<file path="config.mk">
export PLATFORM = sky130hd
export DESIGN_NAME = key_event_enc
export DESIGN_NICKNAME = d
export VERILOG_FILES = /design/src/rtl/key_pkg.sv /design/src/rtl/key_evt_fifo.sv /design/src/rtl/key_event_enc.sv
export SDC_FILE = /design/constraint.sdc
export NUM_CORES = 1
export LEC_CHECK = 0
export CORE_AREA = 2 2 100 102
export DETAILED_ROUTE_END_ITERATION = 12
export DIE_AREA = 0 0 102 104
export HOLD_SLACK_MARGIN = 0.08
export SYNTH_ARGS = -nofsm -noshare
export SYNTH_HDL_FRONTEND = slang
export SYNTH_SLANG_ARGS = --single-unit
</file>
<file path="constraint.sdc">
create_clock -name clk -period 6.3 [get_ports clk]
set_clock_uncertainty 0.2 [all_clocks]
set_input_delay 0.63 -clock clk [delete_from_list [all_inputs] [get_ports clk]]
set_output_delay 0.63 -clock clk [all_outputs]
set_load 0.01 [all_outputs]
</file>
<file path="src/rtl/key_pkg.sv">
// Shared types for the keypad event encoder: key geometry, event record and FSM states.
package key_pkg;

  localparam int KEY_N = 16;
  localparam int KEY_W = 4;

  typedef struct packed {
    logic             make;
    logic [KEY_W-1:0] code;
  } key_evt_t;

  typedef enum logic {IDLE, EMIT} key_state_t;

  // Index of the least significant set bit; zero when no bit is set.
  function automatic logic [KEY_W-1:0] lowest_set(input logic [KEY_N-1:0] v);
    logic [KEY_W-1:0] idx;
    idx = '0;
    for (int i = KEY_N - 1; i >= 0; i--) begin
      if (v[i]) idx = KEY_W'(i);
    end
    return idx;
  endfunction

endpackage

</file>
<file path="src/rtl/key_evt_fifo.sv">
// Small circular event FIFO; full/empty come from pointer equality plus a wrap bit.
module key_evt_fifo
  import key_pkg::*;
#(
  parameter int  DEPTH = 4,
  parameter type T     = key_evt_t
) (
  input  logic clk,
  input  logic rst_n,
  input  logic push,
  input  T     push_data,
  input  logic pop,
  output logic full,
  output logic empty,
  output T     head
);

  localparam int AW = (DEPTH > 1) ? $clog2(DEPTH) : 1;
  localparam logic [AW:0] PTR_ONE = (AW + 1)'(1);

  logic [AW:0] r_wr_ptr;
  logic [AW:0] r_rd_ptr;
  T            r_mem [DEPTH];
  logic        w_do_push;
  logic        w_do_pop;

  assign empty     = (r_wr_ptr == r_rd_ptr);
  assign full      = (r_wr_ptr[AW] != r_rd_ptr[AW]) &&
                     (r_wr_ptr[AW-1:0] == r_rd_ptr[AW-1:0]);
  assign w_do_pop  = pop & ~empty;
  // A full FIFO still takes a push when the head leaves in the same cycle.
  assign w_do_push = push & (~full | w_do_pop);
  assign head      = r_mem[r_rd_ptr[AW-1:0]];

  always_ff @(posedge clk or negedge rst_n) begin
    if (!rst_n) begin
      r_wr_ptr <= '0;
      r_rd_ptr <= '0;
      for (int i = 0; i < DEPTH; i++) r_mem[i] <= '0;
    end else begin
      if (w_do_push) begin
        r_mem[r_wr_ptr[AW-1:0]] <= push_data;
        r_wr_ptr                <= r_wr_ptr + PTR_ONE;
      end
      if (w_do_pop) r_rd_ptr <= r_rd_ptr + PTR_ONE;
    end
  end

endmodule

</file>
<file path="src/rtl/key_event_enc.sv">
// Turns debounced keypad levels into queued make/break events, one key per cycle,
// lowest index first, behind a valid/ready handshake.
module key_event_enc
  import key_pkg::*;
#(
  parameter int DEPTH = 4
) (
  input  logic             clk,
  input  logic             rst_n,
  input  logic [KEY_N-1:0] btn,
  input  logic             sync,
  output logic             ev_valid,
  input  logic             ev_ready,
  output logic [KEY_W-1:0] ev_code,
  output logic             ev_make,
  output logic             key_down,
  output logic             dropped
);

  logic             r_sync_q;
  logic             r_cap_req;
  logic             r_dropped;
  logic [KEY_N-1:0] r_snap;
  logic [KEY_N-1:0] r_make_m;
  logic [KEY_N-1:0] r_brk_m;
  key_state_t       r_state;

  key_state_t       w_state_nxt;
  logic             w_rise;
  logic             w_cap;
  logic             w_emit;
  logic             w_full;
  logic             w_empty;
  logic             w_pop;
  logic [KEY_N-1:0] w_pend;
  logic [KEY_N-1:0] w_bit;
  logic [KEY_W-1:0] w_idx;
  key_evt_t         w_evt;
  key_evt_t         w_head;

  assign w_rise = sync & ~r_sync_q;
  assign w_pend = r_make_m | r_brk_m;
  // A new snapshot is only taken once every event of the previous one is queued.
  assign w_cap  = (w_rise | r_cap_req) & ~(|w_pend);
  assign w_idx  = lowest_set(w_pend);
  assign w_bit  = KEY_N'(1) << w_idx;
  assign w_pop  = ev_valid & ev_ready;

  assign w_evt.make = r_make_m[w_idx];
  assign w_evt.code = w_idx;

  always_ff @(posedge clk or negedge rst_n) begin
    if (!rst_n) r_state <= IDLE;
    else        r_state <= w_state_nxt;
  end

  always_comb begin
    w_state_nxt = r_state;
    w_emit      = 1'b0;
    case (r_state)
      IDLE: if (w_cap && |(btn ^ r_snap)) w_state_nxt = EMIT;
      EMIT: begin
        if (|w_pend && (~w_full || w_pop)) begin
          w_emit = 1'b1;
          if (!(|(w_pend & ~w_bit))) w_state_nxt = IDLE;
        end
      end
      default: w_state_nxt = IDLE;
    endcase
  end

  always_ff @(posedge clk or negedge rst_n) begin
    if (!rst_n) begin
      r_sync_q  <= 1'b0;
      r_cap_req <= 1'b0;
      r_dropped <= 1'b0;
      r_snap    <= '0;
      r_make_m  <= '0;
      r_brk_m   <= '0;
    end else begin
      r_sync_q  <= sync;
      r_dropped <= w_rise & r_cap_req;
      if (w_cap) begin
        r_cap_req <= 1'b0;
        r_snap    <= btn;
        r_make_m  <= btn & ~r_snap;
        r_brk_m   <= ~btn & r_snap;
      end else begin
        if (w_rise) r_cap_req <= 1'b1;
        if (w_emit) begin
          r_make_m <= r_make_m & ~w_bit;
          r_brk_m  <= r_brk_m & ~w_bit;
        end
      end
    end
  end

  key_evt_fifo #(
    .DEPTH(DEPTH),
    .T    (key_evt_t)
  ) u_fifo (
    .clk      (clk),
    .rst_n    (rst_n),
    .push     (w_emit),
    .push_data(w_evt),
    .pop      (w_pop),
    .full     (w_full),
    .empty    (w_empty),
    .head     (w_head)
  );

  assign ev_valid = ~w_empty;
  assign ev_code  = w_head.code;
  assign ev_make  = w_head.make;
  assign key_down = |r_snap;
  assign dropped  = r_dropped;

endmodule

</file>
==> results by group, run 1 <==
Outcome
  – Status: complete, no violations

Clocking
  – PostCTS Resize Cnt: 0
  – TritonCTS clock tree: done
  – Clock transition at path regs: 80 ps
  – Setup Buffers After CTS: 0
  – Cts hold-fix bufs: 0
  – Clk sink count: 78
  – Max Buffers Root-to-Sink: 2
  – CTS Buf Count: 9
  – H-tree depth: 3
  – CTS Root Cell: clkbuf_8
  – Clk_lat worst skew: 350 ps

Routing
  – Routed wire length: 11100 um
  – WL/cell: 18.6 um
  – Vias: 3382
  – Drt pass-1 iters: 8
  – Vias per cell: 5.66
  – DRC: 0
  – Antenna Nets Post-Route: 0
  – DR iter-0 viols: 201

Die
  – Core ar.: 9550 um2
  – IO Count: 28
  – Die width: 102 um
  – Row count: 36
  – Starting density of the core: 45.8%
  – Die Ht: 104 um
  – Area of the die: 10600 um2

Synth
  – Commonest register cell after synthesis: dfrtp_1
  – Post-synth EDFFs: 0
  – Post-synth cell types: 59
  – Simple-Gate Fraction of Synth Area: 15.6%
  – Syn_area_per_cell: 10.1 um2
  – YS warnings: 0
  – Compound-Gate Fraction of Synth Area: 18.9%
  – Post-Synth Adder-Cell Area: 10.6%
  – Cells after synthesis: 432
  – Largest family of logic cells by synthesized area: compound AO/OA/AOI/OAI gates
  – Synth Net Count: 489
  – Ys async rst share: 100%
  – Synthesized flop and latch total: 78
  – Mapped cell area: 4370 um2
  – Register area share after synthesis: 44.6%
  – Synth Area in XOR/XNOR: 1.40%
  – Mux cell area share after synthesis: 4.66%

Timing
  – Final Max Slew Viols: 0
  – Final worst path period share: 50.0%
  – Minimum clock period: 3150 ps
  – Worst-Margin Slew: 1160 ps
  – Worst slew margin relative to its limit: 22.0%
  – Hold WS: 255 ps
  – RSZ-0062 raised after global routing: false
  – Setup_tns: 0 ps
  – Peak Freq: 318 MHz
  – # setup viols final: 0
  – Hold Vio Cnt, Final: 0

Worst hold path
  – Worst min path class: input pin to asynchronous set/reset pin

Worst setup path
  – CP max stage delay: 630 ps
  – WP data arrival: 3170 ps
  – Worst Setup Path Type: register to register
  – Data required, critical path: 6320 ps
  – Crit path top cell by count: a21oi_1
  – Startpoint Class: register
  – CP max stage cell: or4_1
  – Critical path, cell by cell: or4_1 > or4_4 > o21ai_2 > a21oi_1 > o22ai_1 > o21ai_0 > a21oi_1 > a31oi_1
  – Setup crit end kind: register
  – Top fanout value on the critical path: 7

Global routing
  – Global-route wire length before repair: 18100 um
  – Largest net degree at the start of global routing: 79
  – Met3 usage: 4.50%
  – Initial antenna violation count: 0
  – GRT met1 Usage: 30.7%
  – Global routing's busiest layer: met2
  – Tot GR Track Use: 22.3%
  – Number of global-route vias before repair: 3378
  – GR Overflow Total: 0
  – Met2 Resource Use GR: 35.0%

Power
  – Lkg Pwr: 2.31 nW
  – VDD IR-drop max: 0.117 mV
  – PwrDens: 213 nW/um2

Finish
  – Nets: 519
  – # fillers: 937
  – FF+latch area: 1950 um2
  – Core Util, Final: 52.4%
  – ANT cells: 0
  – Layout overhead on the synthesized area: 14.5%
  – Post-route cell area: 5010 um2
  – Footprint of the multi-input gates: 2240 um2
  – Layout cell share with drive strength beyond 1: 10.3%

Job
  – Total of max-cap violations: 0

Placed design
  – GP Congestion: 0.985
  – IO Port Bufs: 27
  – DP Wirelength: 8240 um
  – Cell Area, Placed: 4780 um2
[synthesized netlist by cell type, drive strengths merged, types with 7 or more instances]
cell type | number | area [um2]
nand3 | 7 | 35.0
inv | 36 | 135
or4 | 10 | 78.8
dfrtp | 78 | 1950
ha | 37 | 463
buf | 8 | 42.5
o21ai | 43 | 219
nor4 | 9 | 83.8
a22o | 31 | 273
nor2 | 23 | 86.3
nand2 | 62 | 233
a21oi | 11 | 73.8
[cell families (layout without fill, tap and decap cells)]
kind of cell | count (synthesis) | in the layout
AND/OR/NAND/NOR | 137 | 137
AO/OA/AOI/OAI | 114 | 114
flip-flops | 78 | 78
buffers and inverters | 46 | 79
adder cells (fa/ha/maj) | 37 | 37
multiplexers | 13 | 13
XOR/XNOR | 7 | 7
[where the power goes]
group	leakage (nW)	switching, W	internal, W
clock network	0.108	0.000179	0.000259
registers	0.975	0.0000272	0.000511
logic	1.22	0.0000412	0.0000507
total	2.31	0.000247	0.000821
[metrics by stage]
stage / setup slack [ps] / power (W) / std cells
3_5_place_dp: 3000 / 0.000642 / 584
4_1_cts: 3260 / 0.00108 / 598
6_report: 3150 / 0.00107 / 598
5_1_grt: 3010 / 0.00112 / 598
2_1_floorplan: 3640 / 0.000597 / 432
3_3_place_gp: 3070 / 0.000640 / 584
[state kept, by name (all words and copies together) (netlist names)]
signal / count
r_make_m: 16
r_cap_req: 1
r_brk_m: 16
r_sync_q: 1
r_snap: 16
u_fifo.r_rd_ptr: 3
u_fifo.r_mem: 20
u_fifo.r_wr_ptr: 3
dropped: 1
r_state: 1
[per-layer routing]
metal	part of all wire, %	wire length [um]	vias to the layer above
met1	46	5060	1662
met4	2.5	283	0
met5	0	0	-
li1	-	-	1622
met2	48	5380	76
met3	3.4	382	22
[area by class of cell]
class | instances | share of cell area, %
flip-flops and latches | 78 | 39.0
inverters | 36 | 2.70
multi-input cells | 308 | 44.8
clock buffers | 10 | 2.55
well taps | 133 | 3.32
clock inverters | 4 | 1.95
repair buffers | 29 | 5.65
[placed cells by master, fill, tap and decap left out, types with 2 or more instances in the layout]
| cell type | instances |
|---|---|
| a21boi_0 | 2 |
| a21o_1 | 2 |
| a21oi_1 | 8 |
| a21oi_2 | 2 |
| a221oi_2 | 2 |
| a22o_1 | 30 |
| and2_1 | 2 |
| and3_1 | 4 |
| buf_4 | 3 |
| bufinv_16 | 3 |
| clkbuf_8 | 9 |
| clkdlybuf4s50_1 | 26 |
| dfrtp_1 | 78 |
| ha_1 | 37 |
| inv_1 | 36 |
| mux2_2 | 5 |
| mux2i_1 | 2 |
| mux4_2 | 5 |
| nand2_1 | 62 |
| nand3_1 | 7 |
| nand4_1 | 6 |
| nor2_1 | 23 |
| nor2b_1 | 2 |
| nor3_1 | 5 |
| nor4_1 | 6 |
| nor4_4 | 2 |
| o211ai_1 | 2 |
| o21ai_0 | 41 |
| o22ai_1 | 3 |
| o31ai_1 | 2 |
| or2_2 | 4 |
| or4_1 | 9 |
| xnor2_1 | 5 |
| xor2_1 | 2 |
[worst paths after layout]
check | from | end | slack, ps | depth (start not counted)
setup / recovery | r_make_m[14] | r_state | 3150 | 8
hold / removal | rst_n | r_sync_q | 250 | 1
setup reg to reg | r_make_m[14] | r_state | 3150 | 8
hold reg to reg | u_fifo.r_mem[5] | u_fifo.r_mem[5] | 280 | 2
max in group asynchronous | rst_n | r_brk_m[0] | 5030 | 1
min in group clk | u_fifo.r_mem[5] | u_fifo.r_mem[5] | 280 | 2
[critical path, delay by kind of cell, from the launching register on]
family | cells | cell delay, ps
and+or+nand+nor | 2 | 1140
DFF | 1 | 420
AOI/OAI and AO/OA | 6 | 1260
No activity file was read; power rests on OpenSTA's default activity.
==> run 2, diff against run 1 <==
==> constraint.sdc (replaced) <==
create_clock -name clk -period 3.3 [get_ports clk]
set_clock_uncertainty 0.2 [all_clocks]
set_input_delay 0.33 -clock clk [delete_from_list [all_inputs] [get_ports clk]]
set_output_delay 0.33 -clock clk [all_outputs]
set_load 0.01 [all_outputs]
==> results by group, run 2 (same netlist as run 1, synthesis figures left out) <==
Finish
  – Commonest non-fill, non-tap cells in the layout: dfrtp_1, nand2_1, o21ai_0
  – Largest reg by FF count: u_fifo.r_mem
  – FF+latch area: 1950 um2 (unchanged)
  – Layout overhead on the synthesized area: 16.5%
  – Post-route cell area: 5090 um2 (+1.7%)
  – Core Util, Final: 53.3% (+0.92 points)
  – Largest register FFs: 20 (unchanged)
  – Layout cell share with drive strength beyond 1: 12.2% (+1.9 points)
  – Nets: 529 (+1.9%)
  – # fillers: 900 (-3.9%)
  – ANT cells: 0 (unchanged)
  – Footprint of the multi-input gates: 2240 um2 (unchanged)
  – Most common cell after layout, fill and taps aside: dfrtp_1

Routing
  – Vias per cell: 5.58 (-1.3%)
  – WL/cell: 18.0 um (-3.2%)
  – Vias: 3400 (+0.53%)
  – DR iter-0 viols: 241 (+20%)
  – Met3 wire length: 327 um (-14%)
  – DRC: 0 (unchanged)
  – Routed wire length: 11000 um (-1.4%)
  – Drt pass-1 iters: 4 (-4)
  – Antenna Nets Post-Route: 0 (unchanged)
  – Top Layer Used: met4
  – WL met1: 5090 um (+0.55%)
  – Metal2 WL: 5050 um (-6.1%)

Timing
  – Worst slew margin relative to its limit: 34.3% (+12 points)
  – RSZ-0062 raised after global routing: false
  – # setup viols final: 0 (unchanged)
  – Worst-Margin Slew: 986 ps (-170 ps)
  – Setup_tns: 0 ps (unchanged)
  – Hold Vio Cnt, Final: 0 (unchanged)
  – Minimum clock period: 3010 ps (-136 ps)
  – Peak Freq: 332 MHz (+4.5%)
  – Final worst path period share: 91.3% (+41 points)
  – Hold WS: 272 ps (+17.5 ps)
  – Final Max Slew Viols: 0 (unchanged)

Worst hold path
  – Worst Hold Launch: sync
  – Worst min path class: input pin to register
  – Hold Path Sink: r_sync_q
  – Hold path cells: 1

Placed design
  – DP Wirelength: 8240 um (about the same)
  – IO Port Bufs: 27 (unchanged)
  – Cell Area, Placed: 4860 um2 (+1.7%)
  – GP Congestion: 0.986 (about the same)

Clocking
  – PostCTS Resize Cnt: 0 (unchanged)
  – H-tree depth: 3 (unchanged)
  – Clk_lat worst skew: 350 ps (about the same)
  – TritonCTS clock tree: done
  – Clock transition at path regs: 80 ps (about the same)
  – CTS Buf Count: 9 (unchanged)
  – Max Buffers Root-to-Sink: 2 (unchanged)
  – CTS Root Cell: clkbuf_8
  – Clk sink count: 78 (unchanged)

Power
  – VDD IR-drop max: 0.209 mV (+78%)
  – Lkg Pwr: 2.36 nW (+2.2%)
  – PwrDens: 399 nW/um2 (+87%)
  – Total power: 0.00203 W (+90%)

Global routing
  – Global-route wire length before repair: 18000 um (-0.65%)
  – Largest net degree at the start of global routing: 79 (unchanged)
  – GR Overflow Total: 0 (unchanged)
  – Tot GR Track Use: 22.1% (-0.20 points)
  – Number of global-route vias before repair: 3377 (-0.030%)
  – Initial antenna violation count: 0 (unchanged)

Die
  – Row count: 36 (unchanged)
  – IO Count: 28 (unchanged)
  – Core ar.: 9550 um2 (unchanged)
  – Die Ht: 104 um (unchanged)
  – Die width: 102 um (unchanged)
  – Area of the die: 10600 um2 (unchanged)
  – Starting density of the core: 45.8% (unchanged)

Worst setup path
  – Top fanout value on the critical path: 5 (-2)
  – FF-to-FF Start: r_make_m[12]
  – Reg2reg path depth: 8 (unchanged)
  – Startpoint Class: register
  – Data required, critical path: 3320 ps (-3000 ps)
  – Setup crit end kind: register
  – Reg-to-reg endpoint: u_fifo.r_mem[14]
  – Worst Setup Path Type: register to register
  – R2R Setup Slk: 290 ps (-2860 ps)
  – WP data arrival: 3040 ps (-130 ps)

Outcome
  – Status: complete, no violations

Job
  – Total of max-cap violations: 0 (unchanged)
run 2: layout make-up:
type / count / area share (%)
inverter: 36 / 2.65
clock buffer: 12 / 3.05
timing repair buffer: 39 / 7.32
tap: 133 / 3.27
multi-input combinational: 308 / 44.1
clock inverter: 3 / 1.33
sequential: 78 / 38.3
run 2: layer usage:
metal	GRT usage, %	vias up
li1	-	1643
met3	3.23	38
met4	10.6	0
met1	30.9	1635
met5	0	-
met2	33.6	84
run 2: worst max path at each step:
stage	startpoint	to	slack, ps	depth (start not counted)
after global routing	r_make_m[12]	u_fifo.r_mem[14]	140	8
after floorplan	r_make_m[14]	u_fifo.r_mem[4]	640	6
after CTS	r_make_m[0]	u_fifo.r_mem[9]	350	6
after global placement	r_make_m[12]	u_fifo.r_mem[4]	330	8
after detailed placement	r_make_m[0]	u_fifo.r_mem[4]	380	6
final	r_make_m[12]	u_fifo.r_mem[14]	290	8
run 2: repair_timing:
item	4_1_cts	5_1_grt
hold buffers	1	0
buffers inserted	0	0
endpoints found under the hold margin	78	0
run 2: through the flow:
| step | setup slack [ps] | instances |
|---|---|---|
| 2_1_floorplan | 636 | 432 |
| 3_3_place_gp | 335 | 593 |
| 3_5_place_dp | 383 | 593 |
| 4_1_cts | 351 | 609 |
| 5_1_grt | 145 | 609 |
| 6_report | 288 | 609 |
run 2: worst max-delay path, stage by stage, from the launching register on:
cell and delay (ps):
dfrtp_1 420, or2_1 270, a211o_1 330, o211a_1 250, o21ai_1 280, o22ai_1 280
a221oi_2 410, o32ai_2 170, mux2_2 280
run 2: report_power, final:
group / switching [W] / internal (W)
clock network: 0.000350 / 0.000464
registers: 0.0000289 / 0.000976
logic: 0.000108 / 0.000105
==> run 3, diff against run 2 <==
--- a/config.mk
+++ b/config.mk
@@ -5,9 +5,9 @@
 export SDC_FILE = /design/constraint.sdc
 export NUM_CORES = 1
 export LEC_CHECK = 0
-export CORE_AREA = 2 2 100 102
+export CORE_AREA = 2 2 130 144
 export DETAILED_ROUTE_END_ITERATION = 12
-export DIE_AREA = 0 0 102 104
+export DIE_AREA = 0 0 132 146
 export HOLD_SLACK_MARGIN = 0.08
 export SYNTH_ARGS = -nofsm -noshare
 export SYNTH_HDL_FRONTEND = slang
==> results by group, run 3 (same netlist as run 1, synthesis figures left out) <==
Clocking
  – CTS Buf Count: 9 (unchanged)
  – Clk sink count: 78 (unchanged)
  – H-tree depth: 3 (unchanged)
  – Cts hold-fix bufs: 1 (unchanged)
  – CTS Root Cell: clkbuf_16
  – Clk_lat worst skew: 350 ps (about the same)
  – TritonCTS clock tree: done
  – Max Buffers Root-to-Sink: 2 (unchanged)
  – Setup Buffers After CTS: 0 (unchanged)
  – Clock transition at path regs: 60 ps (-20 ps)
  – PostCTS Resize Cnt: 0 (unchanged)

Worst setup path
  – Worst Setup Path Type: register to register
  – Reg-to-reg endpoint: r_state
  – Critical Path Sink: r_state
  – Worst setup path start: r_make_m[14]
  – Top fanout value on the critical path: 7 (+2)
  – Reg2reg path depth: 8 (unchanged)
  – FF-to-FF Start: r_make_m[14]
  – WP data arrival: 3080 ps (+40 ps)
  – Setup crit end kind: register
  – Data required, critical path: 3320 ps (about the same)
  – Startpoint Class: register
  – R2R Setup Slk: 240 ps (-50 ps)

Routing
  – DRC: 0 (unchanged)
  – WL/cell: 16.1 um (-11%)
  – Vias per cell: 4.73 (-15%)
  – Antenna Nets Post-Route: 0 (unchanged)
  – Routed wire length: 11500 um (+4.8%)
  – Drt pass-1 iters: 4 (unchanged)
  – Vias: 3376 (-0.71%)
  – DR iter-0 viols: 280 (+16%)

Global routing
  – Largest net degree at the start of global routing: 79 (unchanged)
  – Number of global-route vias before repair: 3507 (+3.8%)
  – GRT met1 Usage: 15.6% (-15 points)
  – Met2 Resource Use GR: 20.5% (-13 points)
  – Global-route wire length before repair: 18900 um (+4.7%)
  – Met3 usage: 2.40% (-0.82 points)
  – GR Overflow Total: 0 (unchanged)
  – Initial antenna violation count: 0 (unchanged)
  – Tot GR Track Use: 12.5% (-9.6 points)
  – Global routing's busiest layer: met2

Power
  – PwrDens: 422 nW/um2 (+5.7%)
  – Lkg Pwr: 2.39 nW (+1.4%)
  – VDD IR-drop max: 0.218 mV (+4.3%)

Timing
  – Peak Freq: 326 MHz (-1.7%)
  – Worst slew margin relative to its limit: 33.7% (-0.62 points)
  – Setup WS post-layout: 237 ps (-50.7 ps)
  – Final worst path period share: 92.8% (+1.5 points)
  – Setup_tns: 0 ps (unchanged)
  – Final Max Slew Viols: 0 (unchanged)
  – Worst-Margin Slew: 995 ps (+9.32 ps)
  – Hold WS: 274 ps (+1.91 ps)
  – Hold Vio Cnt, Final: 0 (unchanged)
  – Minimum clock period: 3060 ps (+50.7 ps)
  – RSZ-0062 raised after global routing: false
  – # setup viols final: 0 (unchanged)

Finish
  – Nets: 528 (-0.19%)
  – Largest register FFs: 20 (unchanged)
  – Layout cell share with drive strength beyond 1: 11.8% (-0.42 points)
  – Commonest non-fill, non-tap cells in the layout: dfrtp_1, nand2_1, o21ai_0
  – Largest reg by FF count: u_fifo.r_mem
  – Most common cell after layout, fill and taps aside: dfrtp_1
  – Layout overhead on the synthesized area: 21.1%
  – Post-route cell area: 5300 um2 (+4.0%)
  – # fillers: 1834 (+100%)
  – Core Util, Final: 30.0% (-23 points)
  – ANT cells: 0 (unchanged)

Die
  – Core ar.: 17700 um2 (+85%)
  – Area of the die: 19300 um2 (+82%)
  – IO Count: 28 (unchanged)
  – Starting density of the core: 24.7% (-21 points)
  – Die width: 132 um (+29%)
  – Row count: 51 (+42%)
  – Die Ht: 146 um (+40%)

Placed design
  – Dpl ws: 284 ps (-98.6 ps)
  – IO Port Bufs: 27 (unchanged)
  – DP Wirelength: 8820 um (+6.9%)
  – Cell Area, Placed: 4980 um2 (+2.5%)
  – GP Congestion: 1.01 (+2.5%)

Worst hold path
  – Worst min path class: input pin to register

Job
  – Total of max-cap violations: 0 (unchanged)

Outcome
  – Status: complete, no violations
==> run 3: cell count changes in the layout (fill, tap and decap cells not counted), sizes merged <==
cell | before | now
buf | 12 | 11
clkinvlp | 1 | 0
inv | 36 | 37
bufinv | 2 | 1
clkbuf | 12 | 14
==> run 3: how the worst min path moves through the flow <==
stage,startpoint,to,slack [ps],depth (start not counted)
after floorplan,rst_n,dropped,-170,0
after global placement,u_fifo.r_mem[17],u_fifo.r_mem[17],260,2
after detailed placement,u_fifo.r_mem[6],u_fifo.r_mem[6],270,2
after CTS,sync,r_sync_q,260,1
after global routing,sync,r_sync_q,300,1
final,sync,r_sync_q,270,1
==> run 3: where the power goes <==
part           total, W  internal [W]  switching [W]
Combinational  0.000209      0.000105       0.000104
Sequential      0.00101      0.000978      0.0000314
Clock           0.00101      0.000630       0.000385
Total           0.00223       0.00171       0.000520
==> run 3: layer usage <==
layer	wire, um	up-vias
met3	403	32
met4	435	0
li1	-	1628
met5	0	-
met2	5460	94
met1	5180	1622
==> run 3: stage by stage <==
| stage | cells | power [W] |
|---|---|---|
| floorplan | 432 | 0.00114 |
| global route | 714 | 0.00234 |
| CTS | 714 | 0.00228 |
| global placement | 697 | 0.00124 |
| finish | 714 | 0.00223 |
| detailed placement | 697 | 0.00124 |
==> run 3: critical path, cell delays in order, from the launching register on <==
cell     delay [ps]
dfrtp_1         430
or4_1           680
or4_4           520
o21ai_2         330
a21oi_1         170
o22ai_1         140
o21ai_0         100
a21oi_1         240
a31oi_1         120
==> run 3: layout make-up <==
type / instances / area [um2] / area share, %
clock buffer: 14 / 264 / 4.98
sequential: 78 / 1950 / 36.8
timing repair buffer: 38 / 365 / 6.90
inverter: 36 / 135 / 2.55
tap: 238 / 298 / 5.62
multi-input combinational: 308 / 2240 / 42.4
clock inverter: 2 / 38.8 / 0.732
==> variant, RTL diff (config.mk and constraints of run 2) <==
Change the package constant `KEY_N` from 16 to 17.
--- a/src/rtl/key_pkg.sv
+++ b/src/rtl/key_pkg.sv
@@ -1,7 +1,7 @@
 // Shared types for the keypad event encoder: key geometry, event record and FSM states.
 package key_pkg;
 
-  localparam int KEY_N = 16;
+  localparam int KEY_N = 17;
   localparam int KEY_W = 4;
 
   typedef struct packed {
Interface: changed (resized btn); port bits go from 28 to 29. The function was not compared with the original's and may differ.
==> variant against run 2 <==
- highest routed layer unchanged
- synthesized cell count up 4.9%
- synthesized area up 4.1%
- via count up 1.6%
- design area up 3.2%
- largest cell class unchanged
- total power up 1.2%
- critical endpoint is now u_fifo.r_mem[4]
- sequential cell count up 3
- utilization up 1.7 points
- setup slack better by 0.089 ns
- wire length down 0.22%
==> variant: results (changes against run 2) <==
| Metric | Value |
|---|---|
| Met1 Resource Use GR | `0.312 (+0.00277)` |
| WL met2 | `5.15 mm (+1.9%)` |
| Max incr delay on CP | `0.61 ns (+0.19 ns)` |
| Critical Path AT | `2.96 ns (-0.08 ns)` |
| Largest net degree at the start of global routing | `82 (+3.8%)` |
| Leak | `2.46 nW (+4.1%)` |
| FILL cells | `897 (-0.33%)` |
| Met2 Use GR | `0.346 (+0.0103)` |
| Vias in the first global route | `3492 (+3.4%)` |
| Mapped Avg Cell Area | `10.1 µm² (-0.71%)` |
| CP max FO | `10 (+5)` |
| Compound-Gate Fraction of Synth Area | `0.178 (-0.0105)` |
| Register area share after synthesis | `0.445 (-0.00117)` |
| Adder-cell share of the synthesized area | `0.107 (+0.00131)` |
| Run status | `finished, final reports clean` |
| Drt initial violations | `287 (+19%)` |
| Via-to-Cell Ratio | `5.48 (-1.8%)` |
| Routability congestion estimate | `0.945 (-4.1%)` |
| Post-Place Cells | `614 (+3.5%)` |
| Worst Hold Margin | `0.268 ns (-0.00430 ns)` |
| Peak supply drop | `0.000147 V (-30%)` |
| First-pass GRT wire length | `18.4 mm (+2.1%)` |
| R2R Setup Slk | `0.38 ns (+0.09 ns)` |
| All-Layer GR Usage | `0.223 (+0.00217)` |
| Xor-xnor portion of the synthesized cell area | `0.0135 (-0.000555)` |
| Nets | `553 (+4.5%)` |
| Routed wire per std cell | `17.3 µm (-3.5%)` |
| IO Port Bufs | `28 (+3.7%)` |
| Met3 wire len | `397 µm (+21%)` |
| Post-synthesis mux area share | `0.0396 (-0.00707)` |
| WL met1 | `5.04 mm (-0.92%)` |
| Final wirelength | `10.9 mm (-0.22%)` |
| P_int | `1.56 mW (+1.2%)` |
| Synth cell types | `57 (-3.4%)` |
| M3 GR Usage | `0.0309 (-0.00134)` |
| Placed Instance Area | `0.00503 mm² (+3.5%)` |
| Hpwl dp | `8.16 mm (-1.0%)` |
## variant: final cells by class
class	count	area (µm²)	area share
inverter	42	158	0.0300
timing repair buffer	40	383	0.0728
sequential	81	2030	0.386
clock inverter	5	80.1	0.0152
multi-input combinational	319	2310	0.439
clock buffer	10	138	0.0262
tap	133	166	0.0317
## variant: power by group through the flow
stage                     Combinational (mW)  Sequential, mW  Clock [mW]
after floorplan                        0.136            1.04           0
after global placement                 0.211            1.06           0
after detailed placement               0.217            1.06           0
after CTS                              0.219            1.04       0.825
after global routing                   0.240            1.04       0.873
final                                  0.213            1.04       0.802
## variant: path summary, 6_finish.rpt
path	start	to	cells past startpoint
worst max-delay path	r_make_m[0]	u_fifo.r_mem[4]	6
worst min-delay path	sync	r_sync_q	1
worst max register to register	r_make_m[0]	u_fifo.r_mem[4]	6
worst min register to register	r_make_m[16]	r_make_m[16]	1
max in group asynchronous	rst_n	r_brk_m[7]	2
min in group asynchronous	rst_n	u_fifo.r_rd_ptr[0]	2
